===== config.mk =====
export PLATFORM = sky130hd
export DESIGN_NAME = font_ram_loader
export DESIGN_NICKNAME = d
export VERILOG_FILES = /design/src/rtl/font_pkg.sv /design/src/rtl/font_ram_loader.sv
export SDC_FILE = /design/constraint.sdc
export NUM_CORES = 1
export LEC_CHECK = 0
export BUFFER_PORTS_ARGS = -buffer_cell sky130_fd_sc_hd__buf_2
export CAP_MARGIN = 25
export CORE_MARGIN = 10
export CORE_UTILIZATION = 52
export DETAILED_ROUTE_END_ITERATION = 12
export GPL_TIMING_DRIVEN = 0
export PLACE_DENSITY = 0.73
export SETUP_SLACK_MARGIN = 0.05
export SLEW_MARGIN = 40
export SYNTH_ARGS = -nofsm -noshare
export SYNTH_HDL_FRONTEND = slang
export SYNTH_SLANG_ARGS = --single-unit

===== constraint.sdc =====
create_clock -name CLOCK_50 -period 1.86 [get_ports CLOCK_50]
set_clock_uncertainty 0.05 [all_clocks]
set_input_delay 0.372 -clock CLOCK_50 [delete_from_list [all_inputs] [get_ports CLOCK_50]]
set_output_delay 0.372 -clock CLOCK_50 [all_outputs]
set_load 0.02 [all_outputs]

===== src/rtl/font_pkg.sv =====
// Shared font constants and loader state encoding, also used by the GPU font reader.
package font_pkg;
  localparam int CHAR_W      = 8;
  localparam int GLYPH_ROWS  = 16;
  localparam int CELL_H      = 20;
  localparam int GLYPH_COUNT = 256;
  localparam int LOADED_W    = 9;

  typedef enum logic [1:0] {
    IDLE  = 2'd0,
    ROWS  = 2'd1,
    CHECK = 2'd2,
    WRITE = 2'd3
  } state_e;
endpackage


===== src/rtl/font_ram_loader.sv =====
// Glyph frame loader: code, 16 row bytes, XOR checksum -> one verified write into the font RAM.
module font_ram_loader #(
  parameter int  GLYPH_COUNT = font_pkg::GLYPH_COUNT,
  parameter int  CHAR_W      = font_pkg::CHAR_W,
  parameter int  GLYPH_ROWS  = font_pkg::GLYPH_ROWS,
  localparam int ADDR_W      = $clog2(GLYPH_COUNT),
  localparam int CNT_W       = $clog2(GLYPH_ROWS),
  localparam int GLYPH_BITS  = CHAR_W * GLYPH_ROWS,
  localparam int LOADED_W    = font_pkg::LOADED_W
) (
  input  logic                  CLOCK_50,
  input  logic                  RESET_N,
  input  logic [CHAR_W-1:0]     in_data,
  input  logic                  in_valid,
  output logic                  in_ready,
  input  logic                  abort,
  output logic                  wr_en,
  output logic [ADDR_W-1:0]     wr_addr,
  output logic [0:GLYPH_BITS-1] wr_data,
  output logic                  busy,
  output logic                  err,
  output logic [LOADED_W-1:0]   glyphs_loaded
);
  import font_pkg::state_e;
  import font_pkg::IDLE;
  import font_pkg::ROWS;
  import font_pkg::CHECK;
  import font_pkg::WRITE;

  state_e                r_state, w_next;
  logic [CNT_W-1:0]      r_row_cnt;
  logic [CHAR_W-1:0]     r_xor;
  logic [ADDR_W-1:0]     r_code;
  logic [0:GLYPH_BITS-1] r_glyph;

  logic                  r_in_ready, r_busy, r_wr_en, r_err;
  logic [ADDR_W-1:0]     r_wr_addr;
  logic [0:GLYPH_BITS-1] r_wr_data;
  logic [LOADED_W-1:0]   r_loaded;

  logic w_xfer, w_kill, w_take, w_last_row, w_sum_ok;
  logic w_ready_d, w_busy_d, w_wr_en_d, w_err_d;

  // Abort is ignored in IDLE, so a byte arriving there always starts a frame.
  assign w_xfer     = in_valid & r_in_ready;
  assign w_kill     = abort & (r_state != IDLE);
  assign w_take     = w_xfer & ~w_kill;
  assign w_last_row = (r_row_cnt == CNT_W'(GLYPH_ROWS - 1));
  assign w_sum_ok   = (in_data == r_xor);

  always_ff @(posedge CLOCK_50 or negedge RESET_N) begin
    if (!RESET_N) r_state <= IDLE;
    else          r_state <= w_next;
  end

  always_comb begin
    w_next = r_state;
    case (r_state)
      IDLE:    if (w_xfer) w_next = ROWS;
      ROWS:    if (w_take && w_last_row) w_next = CHECK;
      CHECK:   if (w_take) w_next = w_sum_ok ? WRITE : IDLE;
      WRITE:   w_next = IDLE;
      default: w_next = IDLE;
    endcase
    if (w_kill) w_next = IDLE;
  end

  // Outputs are registered from the next-state decode so they line up with the state.
  always_comb begin
    w_ready_d = (w_next != WRITE);
    w_busy_d  = (w_next != IDLE);
    w_wr_en_d = (w_next == WRITE);
    w_err_d   = (r_state == CHECK) & w_take & ~w_sum_ok;
  end

  always_ff @(posedge CLOCK_50 or negedge RESET_N) begin
    if (!RESET_N) begin
      r_row_cnt <= '0;
      r_xor     <= '0;
      r_code    <= '0;
      r_glyph   <= '0;
    end else if (w_take) begin
      case (r_state)
        IDLE: begin
          r_code    <= ADDR_W'(in_data);
          r_row_cnt <= '0;
          r_xor     <= in_data;
        end
        ROWS: begin
          r_glyph[r_row_cnt*CHAR_W +: CHAR_W] <= in_data;
          r_xor     <= r_xor ^ in_data;
          r_row_cnt <= r_row_cnt + 1'b1;
        end
        default: ;
      endcase
    end
  end

  always_ff @(posedge CLOCK_50 or negedge RESET_N) begin
    if (!RESET_N) begin
      r_in_ready <= 1'b0;
      r_busy     <= 1'b0;
      r_wr_en    <= 1'b0;
      r_err      <= 1'b0;
      r_wr_addr  <= '0;
      r_wr_data  <= '0;
      r_loaded   <= '0;
    end else begin
      r_in_ready <= w_ready_d;
      r_busy     <= w_busy_d;
      r_wr_en    <= w_wr_en_d;
      r_err      <= w_err_d;
      if (w_wr_en_d) begin
        r_wr_addr <= r_code;
        r_wr_data <= r_glyph;
      end
      if (r_state == WRITE && r_loaded != '1) r_loaded <= r_loaded + 1'b1;
    end
  end

  assign in_ready      = r_in_ready;
  assign busy          = r_busy;
  assign wr_en         = r_wr_en;
  assign err           = r_err;
  assign wr_addr       = r_wr_addr;
  assign wr_data       = r_wr_data;
  assign glyphs_loaded = r_loaded;
endmodule


### After elaboration in Yosys (flattened, before gate mapping)

Cells that the tools add are included.

* equal/unequal tests: 8
* multiplexer cells: 9
* $add $sub $neg: 3
* reduce and logical (&&, ||, !) cells: 9
* bitwise gates (word level): 9
* shift-type cells: 2

Operators with widths (number)
* variable shift 129 x 34 -> 128 bit (first input constant): 1
* variable part select 129 x 34 -> 128 bit: 1
* bitwise mux 128 bit: 1
* negator 33 -> 34 bit: 1
* NOT 7 -> 33 bit: 1
* one-hot mux 8 bit (2 select lines): 1
* two-way mux 2 bit: 5
* adder 9 x 1 -> 9 bit (second input constant): 1
* inequality test 9 bit (second input constant): 1
* == test 8 bit: 1
* one-hot mux 2 bit (4 select lines): 1
* one-hot mux 4 bit (2 select lines): 1
* XOR 8 bit: 1
* == test 2 bit (second input constant): 3
* AND reduction 2 bit: 3
* nonzero test 2 bit: 3
* AND 1 bit: 5
* adder 4 x 1 -> 4 bit (second input constant): 1
* == test 4 bit (second input constant): 1
* == test 2 x 1 -> 1 bit (second input constant): 1
* logical AND 1 bit: 2
* logical NOT 2 bit: 1
* inequality test 2 bit (second input constant): 1
* NOT 1 bit: 2

* output and inout bits: 149
* register bits after elaboration: 299

### Logic depth before layout (Yosys ltp)

Gate-level depths: netlist of run 1.

* depth in word-level cells: 9
* mapped depth: 8

### Worst setup path after synthesis of run 1

OpenSTA, ideal clock, no wires.

* kind: input to register
* start point: input in_data[3]
* end point: register r_wr_data (netlist bit wr_data[100])
* path slack: -136 ps
* stages: 7
* path buffers: 3
* arrival time: 1820 ps
* cell sequence: clkbuf_1 > xor2_1 > nor4_2 > nand3_1 > buf_4 > buf_6 > mux2_4

* word-level cells in the longest chain between the ends: 6

Ends and longest elaborated chain
* start: declaration: RTL line font_ram_loader.sv:13 `input logic [CHAR_W-1:0] in_data,`
* == test 8 bit: RTL line font_ram_loader.sv:49 `assign w_sum_ok = (in_data == r_xor);`
* two-way mux 2 bit (2 in a row): RTL line font_ram_loader.sv:61 `CHECK: if (w_take) w_next = w_sum_ok ? WRITE : IDLE;`
* one-hot mux 2 bit (4 select lines): RTL line font_ram_loader.sv:58 `case (r_state)`
* two-way mux 2 bit: RTL line font_ram_loader.sv:65 `if (w_kill) w_next = IDLE;`
* == test 2 bit: RTL line font_ram_loader.sv:72 `w_wr_en_d = (w_next == WRITE);`
* end signal: assignment: RTL line font_ram_loader.sv:115 `r_wr_data <= r_glyph;`
* end: declaration: RTL line font_ram_loader.sv:38 `logic [0:GLYPH_BITS-1] r_wr_data;`

No other way between the ends.
A chain may end at the register's enable or synchronous reset.

### Worst setup path after layout of run 1

* start point: register r_xor[1]
* end point: register r_wr_data (netlist bit wr_data[2])

* word-level cells in the longest chain between the ends: 6

Ends and longest elaborated chain
* start: declaration: RTL line font_ram_loader.sv:32 `logic [CHAR_W-1:0] r_xor;`
* start signal: assignment: RTL line font_ram_loader.sv:87 `r_xor <= in_data;`
* start signal: assignment: RTL line font_ram_loader.sv:91 `r_xor <= r_xor ^ in_data;`
* == test 8 bit: RTL line font_ram_loader.sv:49
* two-way mux 2 bit (2 in a row): RTL line font_ram_loader.sv:61
* one-hot mux 2 bit (4 select lines): RTL line font_ram_loader.sv:58
* two-way mux 2 bit: RTL line font_ram_loader.sv:65
* == test 2 bit: RTL line font_ram_loader.sv:72

No other way between the ends.

==> reports/qor.txt, run 1 <==
Top FF cell, synth: dfrtp_1
Worst-path clk slew: 0.06 ns
Worst Hold Class: in -> reg
Worst Path Max Fanout: 10
most frequent cells in the layout: dfrtp_1 (294), mux2_4 (154), buf_2 (154)
r2r startpoint: r_xor[1]
first-pass GRT wire length: 44900 um
commonest non-fill, non-tap cell in the layout: dfrtp_1
clk_lat worst skew: 0.56 ns
GPL Wtd Cong: 0.777
Post-route DRC: 0
die height: 174 um
final net count: 1041
#FFs+latches synth: 299
Post-Syn Area: 12300 sq um
clk buf depth: 3
Site Rows: 56
Net Count, Synth: 818
Min-Delay Startpoint: in_data[0]
Peak VDD IR: 0.771 mV
CP Launch Point: r_xor[1]
Max-slew headroom: 50.5%
antenna-violating nets left: 0
DR vias: 7086
CTS tree: built
total of max-cap violations: 0
# diodes: 0
aggregate global-route resource usage: 18.6%
Max Slew Vio Count: 0
Mean Syn Cell Area: 15.4 sq um
CTS root buffer: clkbuf_16
Setup TNS: -19.80 ns
CTS Buf Count: 31
status: complete, but fails checks
final hold violation count: 0
Final Critical Period: 2.01 ns
Fmax: 497 MHz
clk sink count: 299
I/O Pins: 161
synth-to-layout area growth: 28.1%
pin count of the biggest net entering global routing: 77
pre-CTS WS: -0.913 ns
crit share post-route: 108%
failing checks: setup timing
vias per cell: 5.20
Cell Pwr Density: 913 nW/um^2
fin worst setup slack: -0.153 ns
RSZ-0062 raised after global routing: yes
Synth area leaders: dfrtp_1 (61%), mux2_2 (14%), mux2_4 (13%), and2_1 (2.0%), nand2_1 (1.7%)
Synth async-reset ratio: 100%
CP endpoint kind: flop
DPL Wire Length: 18800 um
post-synth cell types: 32
Slew @ Worst Pin: 0.743 ns
Post-synth EDFFs: 0
Arr. time, crit path: 2.40 ns
Die Wd: 174 um
H-Tree Depth: 1
DR iter-0 viols: 364
R2R cell count: 6
initial antenna violation count: 0
Starting Density: 52.5%
static leakage: 8.56 nW
final core utilization: 67.3%
GRT overflow: 0
Seq/Total Area, Yosys: 60.8%
I/O Buffers: 152
Post-Syn Instances: 798
DIE AREA: 30200 sq um
vias in the first global route: 7616
Crit Path Class: reg -> reg
required time worst endpoint: 2.24 ns
Hold Crit Depth: 3
Avg WL per Cell: 21.2 um
final setup fails: 205
layout cells sized above 1: 56.4%
Placeable Area: 23400 sq um
total iterations of the first detailed-routing run: 4
dominant cell type by area after synthesis: dfrtp_1
element type at the critical path start: flop
share of the synthesized area in the top cell type: 60.8%
yosys warns: 0
Routed Wire Length: 29000 um
## cells by family after synthesis
family | after synthesis | share of synthesized area (%)
flops | 299 | 60.8
mux | 264 | 27.4
simple gates | 154 | 6.65
buf+inv | 41 | 2.19
xor+xnor | 24 | 1.71
compound gates | 8 | 0.346
fa+ha+maj | 8 | 0.814
## sequential cells by signal, indices dropped and copies added, names as in the netlist
register       flops
r_row_cnt          4
glyphs_loaded      9
r_glyph          128
wr_addr            8
busy               1
err                1
wr_en              1
in_ready           1
r_xor              8
wr_data          128
r_code             8
r_state            2
## metrics by stage
step           power, mW  hold slack (ns)  instance area [sq um]  std cells
2_1_floorplan       7.77           0.0264                  12600        798
3_3_place_gp        8.15            0.410                  13700       1269
3_5_place_dp        8.24            0.186                  13800       1273
4_1_cts             14.4           0.0700                  15300       1350
5_1_grt             14.9           0.0930                  15700       1364
6_report            14.4           0.0908                  15700       1364
## worst paths after layout
path,slack [ns],to
max in group asynchronous,0.30,glyphs_loaded[0]
max reg2reg,-0.15,wr_data[2]
min,0.09,r_code[0]
min in group asynchronous,0.21,wr_data[65]
min reg2reg,0.43,r_code[2]
max,-0.15,wr_data[2]
## worst max-delay path, stage by stage, from the launching register on
cell and delay (ns):
dfrtp_1 0.41, xor2_2 0.18, nor4_4 0.37, nand3_4 0.22, buf_16 0.21, buf_12 0.15, mux2_4 0.30
## where the power goes
| group | total (mW) | internal [mW] | switching (mW) |
|---|---|---|---|
| Sequential | 7.07 | 6.84 | 0.232 |
| Clock | 5.94 | 3.44 | 2.50 |
| Combinational | 1.36 | 0.567 | 0.793 |
## cell type report
cell class / instances / area (sq um)
buffer: 35 / 479
clock buffer: 47 / 896
clock inverter: 10 / 81.3
fill: 1698 / 7660
inverter: 4 / 15.0
multi-input combinational: 458 / 5110
sequential: 299 / 7490
tap: 319 / 399
timing repair buffer: 192 / 1280
## per-layer routing
layer / vias up / global-route usage (%) / share of wire, %
met3: 45 / 4.18 / 5.0
met1: 3682 / 25.1 / 45
li1: 3199 / - / -
met2: 160 / 30.2 / 48
met5: - / 0 / 0
met4: 0 / 4.28 / 2.0
## repair_timing
item | CTS | global route
resized for setup | 75 | 58
setup endpoints to repair | 280 | 307
hold buffers | 1 | 0
gates cloned | 1 | 3
setup buffers | 19 | 13
pin swaps | 9 | 17
endpoints found under the hold margin | 172 | 0
## cells in the mapped netlist, types with 7 or more instances
master,instances
and3_1,15
mux2_2,157
clkbuf_1,14
buf_4,7
nand2_1,57
mux2_4,107
dfrtp_1,299
xor2_1,18
nor2_1,10
ha_1,8
nand3_1,8
and2_1,40
buf_6,11
Power figures use the tool's default switching activity.
==> run 2, diff against run 1 <==
--- a/config.mk
+++ b/config.mk
@@ -11,7 +11,7 @@
 export CORE_UTILIZATION = 52
 export DETAILED_ROUTE_END_ITERATION = 12
 export GPL_TIMING_DRIVEN = 0
-export PLACE_DENSITY = 0.73
+export PLACE_DENSITY_LB_ADDON = 0.12
 export SETUP_SLACK_MARGIN = 0.05
 export SLEW_MARGIN = 40
 export SYNTH_ARGS = -nofsm -noshare
==> run 2 against run 1 <==
The flow still finishes with violations (setup timing). Fmax increased by 0.56%. Clock power increased by 14%. Flip-flop and latch count unchanged. Combinational power decreased by 5%. Highest routed layer unchanged.
==> reports/qor.txt, run 2 (synthesized netlist as in run 1, its figures left out) <==
status: complete, but fails checks (unchanged)
failing checks: setup timing (unchanged)
Buf/Inv on CP: 4 (was 2)
CP endpoint kind: flop (unchanged)
Crit Path Class: reg -> reg (unchanged)
uppermost routed layer: met4 (unchanged)
Worst Path Max Fanout: 6 (was 10)
Worst-path clk slew: 0.06 ns (about the same)
Placeable Area: 23400 sq um (unchanged)
CP Depth: 8 (was 6)
Peak VDD IR: 0.666 mV (was 0.771 mV)
Max-slew headroom: 63.8% (was 50.5%)
Slew @ Worst Pin: 0.540 ns (was 0.743 ns)
GPL Wtd Cong: 0.777 (about the same)
element type at the critical path start: flop (unchanged)
layout cells sized above 1: 56.7% (was 56.4%)
dpl cell area: 13900 sq um (was 13800 sq um)
pin count of the biggest net entering global routing: 75 (was 77)
Pwr Total: 15.1 mW (was 14.4 mW)
CP Launch Point: r_state[1] (was r_xor[1])
final net count: 1047 (was 1041)
Avg WL per Cell: 21.1 um (was 21.2 um)
Final Critical Period: 2.00 ns (was 2.01 ns)
clk_lat worst skew: 0.51 ns (was 0.56 ns)
DIE AREA: 30200 sq um (unchanged)
vias per cell: 5.16 (was 5.20)
CTS root buffer: clkbuf_16 (unchanged)
initial antenna violation count: 2 (was 0)
Design Area, Final: 15900 sq um (was 15700 sq um)
CP dominant cell by count: buf_6
Routed Wire Length: 28800 um (was 29000 um)
clk buf depth: 3 (unchanged)
total iterations of the first detailed-routing run: 4 (unchanged)
most frequent cells in the layout: dfrtp_1 (294), mux2_4 (153), buf_2 (152) (was dfrtp_1 (294), mux2_4 (154), buf_2 (154))
CP top delay family: simple AND/OR/NAND/NOR gates (unchanged)
GRT overflow: 0 (unchanged)
DPL Wire Length: 18900 um (was 18800 um)
CP max stage delay: 0.39 ns (was 0.41 ns)
Die Wd: 174 um (unchanged)
Inst Count DP: 1273 (unchanged)
CP Cell Sequence: buf_6, or3b_4, nor2_4, nand3_4, buf_6, buf_12, clkbuf_16, mux2_4 (was xor2_2, nor4_4, nand3_4, buf_16, buf_12, mux2_4)
Post-route DRC: 0 (unchanged)
Site Rows: 56 (unchanged)
CTS Buf Count: 34 (was 31)
vias in the first global route: 7560 (was 7616)
synth-to-layout area growth: 29.3% (was 28.1%)
final hold violation count: 0 (unchanged)
Fmax: 499 MHz (was 497 MHz)
crit share post-route: 108% (about the same)
commonest non-fill, non-tap cell in the layout: dfrtp_1 (unchanged)
die height: 174 um (unchanged)
required time worst endpoint: 2.20 ns (was 2.24 ns)
antenna-violating nets left: 0 (unchanged)
Non-Filler Instances: 1367 (was 1364)
first-pass GRT wire length: 44800 um (was 44900 um)
RSZ-0062 raised after global routing: yes (unchanged)
Arr. time, crit path: 2.34 ns (was 2.40 ns)
Max Slew Vio Count: 0 (unchanged)
R2R Path End: wr_data[11] (was wr_data[2])
Worst Hold Class: in -> reg (unchanged)
r2r startpoint: r_state[1] (was r_xor[1])
H-Tree Depth: 2 (was 1)
flop2flop setup slack: -0.14 ns (was -0.15 ns)
static leakage: 8.70 nW (was 8.56 nW)
fin worst setup slack: -0.142 ns (was -0.153 ns)
DR vias: 7054 (was 7086)
I/O Pins: 161 (unchanged)
aggregate global-route resource usage: 18.6% (about the same)
final setup fails: 195 (was 205)
Cell Pwr Density: 950 nW/um^2 (was 913 nW/um^2)
metal2 WL: 13700 um (was 13800 um)
clk sink count: 299 (unchanged)
CP Capture Point: wr_data[11] (was wr_data[2])
Starting Density: 52.5% (unchanged)
CP max stage cell: or3b_4 (was dfrtp_1)
# diodes: 0 (unchanged)
I/O Buffers: 152 (unchanged)
CTS tree: built (unchanged)
R2R cell count: 8 (was 6)
total of max-cap violations: 0 (unchanged)
DR WL met3: 1230 um (was 1450 um)
M1 WL: 13500 um (was 13100 um)
Fill cells: 1696 (was 1698)
DR iter-0 viols: 252 (was 364)
==> run 2: worst min path at each step <==
stage                          start          end  slack (ns)  cells past startpoint
after floorplan              RESET_N         busy        0.03                      0
after global placement     r_code[3]    r_code[3]        0.41                      2
after detailed placement     RESET_N  wr_data[97]        0.23                      1
after CTS                 in_data[5]    r_code[5]        0.14                      3
after global routing      in_data[5]    r_code[5]        0.15                      3
final                     in_data[5]    r_code[5]        0.15                      3
==> run 2: metal layers <==
metal  global-route usage, %  vias up
li1                        -     3222
met3                    3.77       27
met5                       0        -
met2                    29.3      143
met4                    4.77        0
met1                    25.9     3662
==> run 2: worst min-delay path, delay by kind of cell <==
| family | cells | cell delay [ns] |
|---|---|---|
| simple gates | 2 | 0.12 |
| buf+inv | 1 | 0.17 |
==> run 2: area by class of cell <==
class / instances / area, sq um / area share [%]
Buffer: 36 / 509 / 3.20
Clock buffer: 45 / 996 / 6.26
Clock inverter: 12 / 149 / 0.937
Inverter: 4 / 15.0 / 0.0944
Multi-Input combinational cell: 458 / 5030 / 31.7
Sequential cell: 299 / 7490 / 47.1
Tap cell: 319 / 399 / 2.51
Timing Repair Buffer: 194 / 1310 / 8.22
==> run 2: metrics by stage <==
step                       TNS, ns  hold slack (ns)  setup WS (ns)  util (%)
final                       -12.89            0.149         -0.142      67.9
after global routing        -19.43            0.148         -0.172      67.9
after CTS                   -18.91            0.144         -0.173      66.7
after detailed placement   -149.57            0.226         -0.887      59.2
after global placement    -1707.65            0.412          -5.78      58.6
after floorplan             -12.37           0.0264         -0.118         -
==> run 2: timing repair <==
action	4_1_cts	5_1_grt
hold buffers	1	0
endpoints found under the setup margin	277	281
pin swaps	7	10
gates resized for setup	94	39
buffers inserted	23	11
endpoints found under the hold margin	41	0
gates cloned	2	3
==> run 2: where the power goes <==
| group | total [mW] | leakage (nW) | internal [mW] | switching [mW] |
|---|---|---|---|---|
| Sequential | 7.05 | 4.12 | 6.84 | 0.211 |
| Clock | 6.78 | 0.566 | 4.18 | 2.60 |
| Combinational | 1.29 | 4.01 | 0.544 | 0.741 |
==> run 3, diff against run 2 <==
--- a/config.mk
+++ b/config.mk
@@ -8,7 +8,7 @@
 export BUFFER_PORTS_ARGS = -buffer_cell sky130_fd_sc_hd__buf_2
 export CAP_MARGIN = 25
 export CORE_MARGIN = 10
-export CORE_UTILIZATION = 52
+export CORE_UTILIZATION = 48
 export DETAILED_ROUTE_END_ITERATION = 12
 export GPL_TIMING_DRIVEN = 0
 export PLACE_DENSITY_LB_ADDON = 0.12
==> run 3 against run 2 <==
The flow still finishes with violations (setup timing). Combinational power barely moved. Via count is 1.6% lower. Die area up 7.4%. Non-clock buffer count fell by 9. Global-route usage fell by 1.5 points. Design area decreased by 0.78%. Critical path depth unchanged. Total power decreased by 2.5%. Critical path type is now in -> reg.
==> reports/qor.txt, run 3 (synthesized netlist as in run 1, its figures left out) <==
Cell Pwr Density: 934 nW/um^2 (was 950 nW/um^2)
final setup fails: 226 (was 195)
Worst Path Max Fanout: 10 (was 6)
total iterations of the first detailed-routing run: 4 (unchanged)
clk_lat worst skew: 0.55 ns (was 0.51 ns)
Design Area, Final: 15800 sq um (was 15900 sq um)
CTS tree: built (unchanged)
pin count of the biggest net entering global routing: 75 (unchanged)
Max-slew headroom: 41.2% (was 63.8%)
initial antenna violation count: 1 (was 2)
I/O Buffers: 152 (unchanged)
RSZ-0062 raised after global routing: yes (unchanged)
DPL Wire Length: 18800 um (was 18900 um)
fin worst setup slack: -0.198 ns (was -0.142 ns)
Pwr Total: 14.7 mW (was 15.1 mW)
total of max-cap violations: 0 (unchanged)
Final Critical Period: 2.06 ns (was 2.00 ns)
vias per cell: 5.08 (was 5.16)
clk sink count: 299 (unchanged)
status: complete, but fails checks (unchanged)
Slew @ Worst Pin: 0.882 ns (was 0.540 ns)
Arr. time, crit path: 2.44 ns (was 2.34 ns)
most frequent cells in the layout: dfrtp_1 (295), mux2_4 (152), buf_2 (151) (was dfrtp_1 (294), mux2_4 (153), buf_2 (152))
GPL Wtd Cong: 0.765 (was 0.777)
required time worst endpoint: 2.24 ns (was 2.20 ns)
commonest non-fill, non-tap cell in the layout: dfrtp_1 (unchanged)
vias in the first global route: 7447 (was 7560)
Crit Path Class: in -> reg (was reg -> reg)
DIE AREA: 32400 sq um (was 30200 sq um)
CTS root buffer: clkbuf_16 (unchanged)
Die Wd: 180 um (was 174 um)
antenna-violating nets left: 0 (unchanged)
static leakage: 8.55 nW (was 8.70 nW)
element type at the critical path start: input pin (was flop)
synth-to-layout area growth: 28.3% (was 29.3%)
dpl cell area: 13900 sq um (about the same)
Starting Density: 48.8% (was 52.5%)
aggregate global-route resource usage: 17.1% (was 18.6%)
Fmax: 486 MHz (was 499 MHz)
DR vias: 6942 (was 7054)
Site Rows: 58 (was 56)
final net count: 1035 (was 1047)
Avg WL per Cell: 20.8 um (was 21.1 um)
flop2flop setup slack: -0.16 ns (was -0.14 ns)
Worst-path clk slew: 0.06 ns (about the same)
layout cells sized above 1: 55.9% (was 56.7%)
die height: 180 um (was 174 um)
CTS Buf Count: 31 (was 34)
failing checks: setup timing (unchanged)
Max Slew Vio Count: 0 (unchanged)
Non-Filler Instances: 1367 (unchanged)
Worst Hold Class: in -> reg (unchanged)
clk buf depth: 3 (unchanged)
Worst Hold Slack: 0.0961 ns (was 0.149 ns)
CP endpoint kind: flop (unchanged)
crit share post-route: 111% (was 108%)
GRT overflow: 0 (unchanged)
I/O Pins: 161 (unchanged)
Post-route DRC: 0 (unchanged)
Inst Count DP: 1284 (was 1273)
final hold violation count: 0 (unchanged)
H-Tree Depth: 1 (was 2)
Peak VDD IR: 0.609 mV (was 0.666 mV)
Placeable Area: 25200 sq um (was 23400 sq um)
Routed Wire Length: 28400 um (was 28800 um)
final core utilization: 62.6% (was 67.9%)
DR iter-0 viols: 282 (was 252)
first-pass GRT wire length: 44800 um (about the same)
run 3: where the power goes:
part           leakage (nW)  total, mW  internal [mW]  switching (mW)
logic                  3.91       1.32          0.546           0.774
registers              4.12       7.04           6.83           0.203
clock network         0.525       6.37           3.88            2.49
total                  8.55       14.7           11.3            3.47
run 3: cell type report:
cell class              count  area, sq um
flip-flops and latches    299         7490
well taps                 330          413
diodes                      1         2.50
inverters                   4         15.0
plain buffers              35          489
multi-input cells         458         5080
clock inverters             7          110
clock buffers              47          946
fillers                  1900         9410
repair buffers            186         1230
run 3: worst max-delay path, stage by stage:
cell      delay [ns]
clkbuf_1        0.64
xor2_1          0.22
nor4_4          0.29
nand3_4         0.15
buf_12          0.16
buf_12          0.14
buf_12          0.15
mux2_4          0.30
run 3: final timing paths:
kind,start,to,cells past startpoint
min reg2reg,r_code[4],r_code[4],2
max in group asynchronous,RESET_N,wr_data[47],5
max reg2reg,r_state[1],wr_data[59],8
min in group asynchronous,RESET_N,wr_data[100],2
max,in_data[1],wr_data[59],8
min,in_data[0],r_code[0],3
run 3: routing by layer:
metal / part of all wire, % / track usage (%) / routed length, um / vias up
met2: 47 / 26.9 / 13200 / 140
met5: 0 / 0 / 0 / -
met4: 1.5 / 3.74 / 420 / 0
met1: 46 / 23.8 / 13200 / 3564
met3: 5.4 / 3.86 / 1520 / 33
li1: - / - / - / 3205
run 3: what timing repair did:
item	CTS	global route
gates cloned	1	1
hold buffers	1	0
endpoints found under the hold margin	59	0
setup endpoints to repair	277	334
setup buffers	18	9
resized for setup	77	54
pin swaps	6	11
run 3: metrics by stage:
| step | TNS, ns | setup slack, ns |
|---|---|---|
| after floorplan | -12.37 | -0.118 |
| after global placement | -1744.93 | -5.89 |
| after detailed placement | -163.02 | -0.968 |
| after CTS | -21.71 | -0.165 |
| after global routing | -36.09 | -0.229 |
| final | -25.50 | -0.198 |
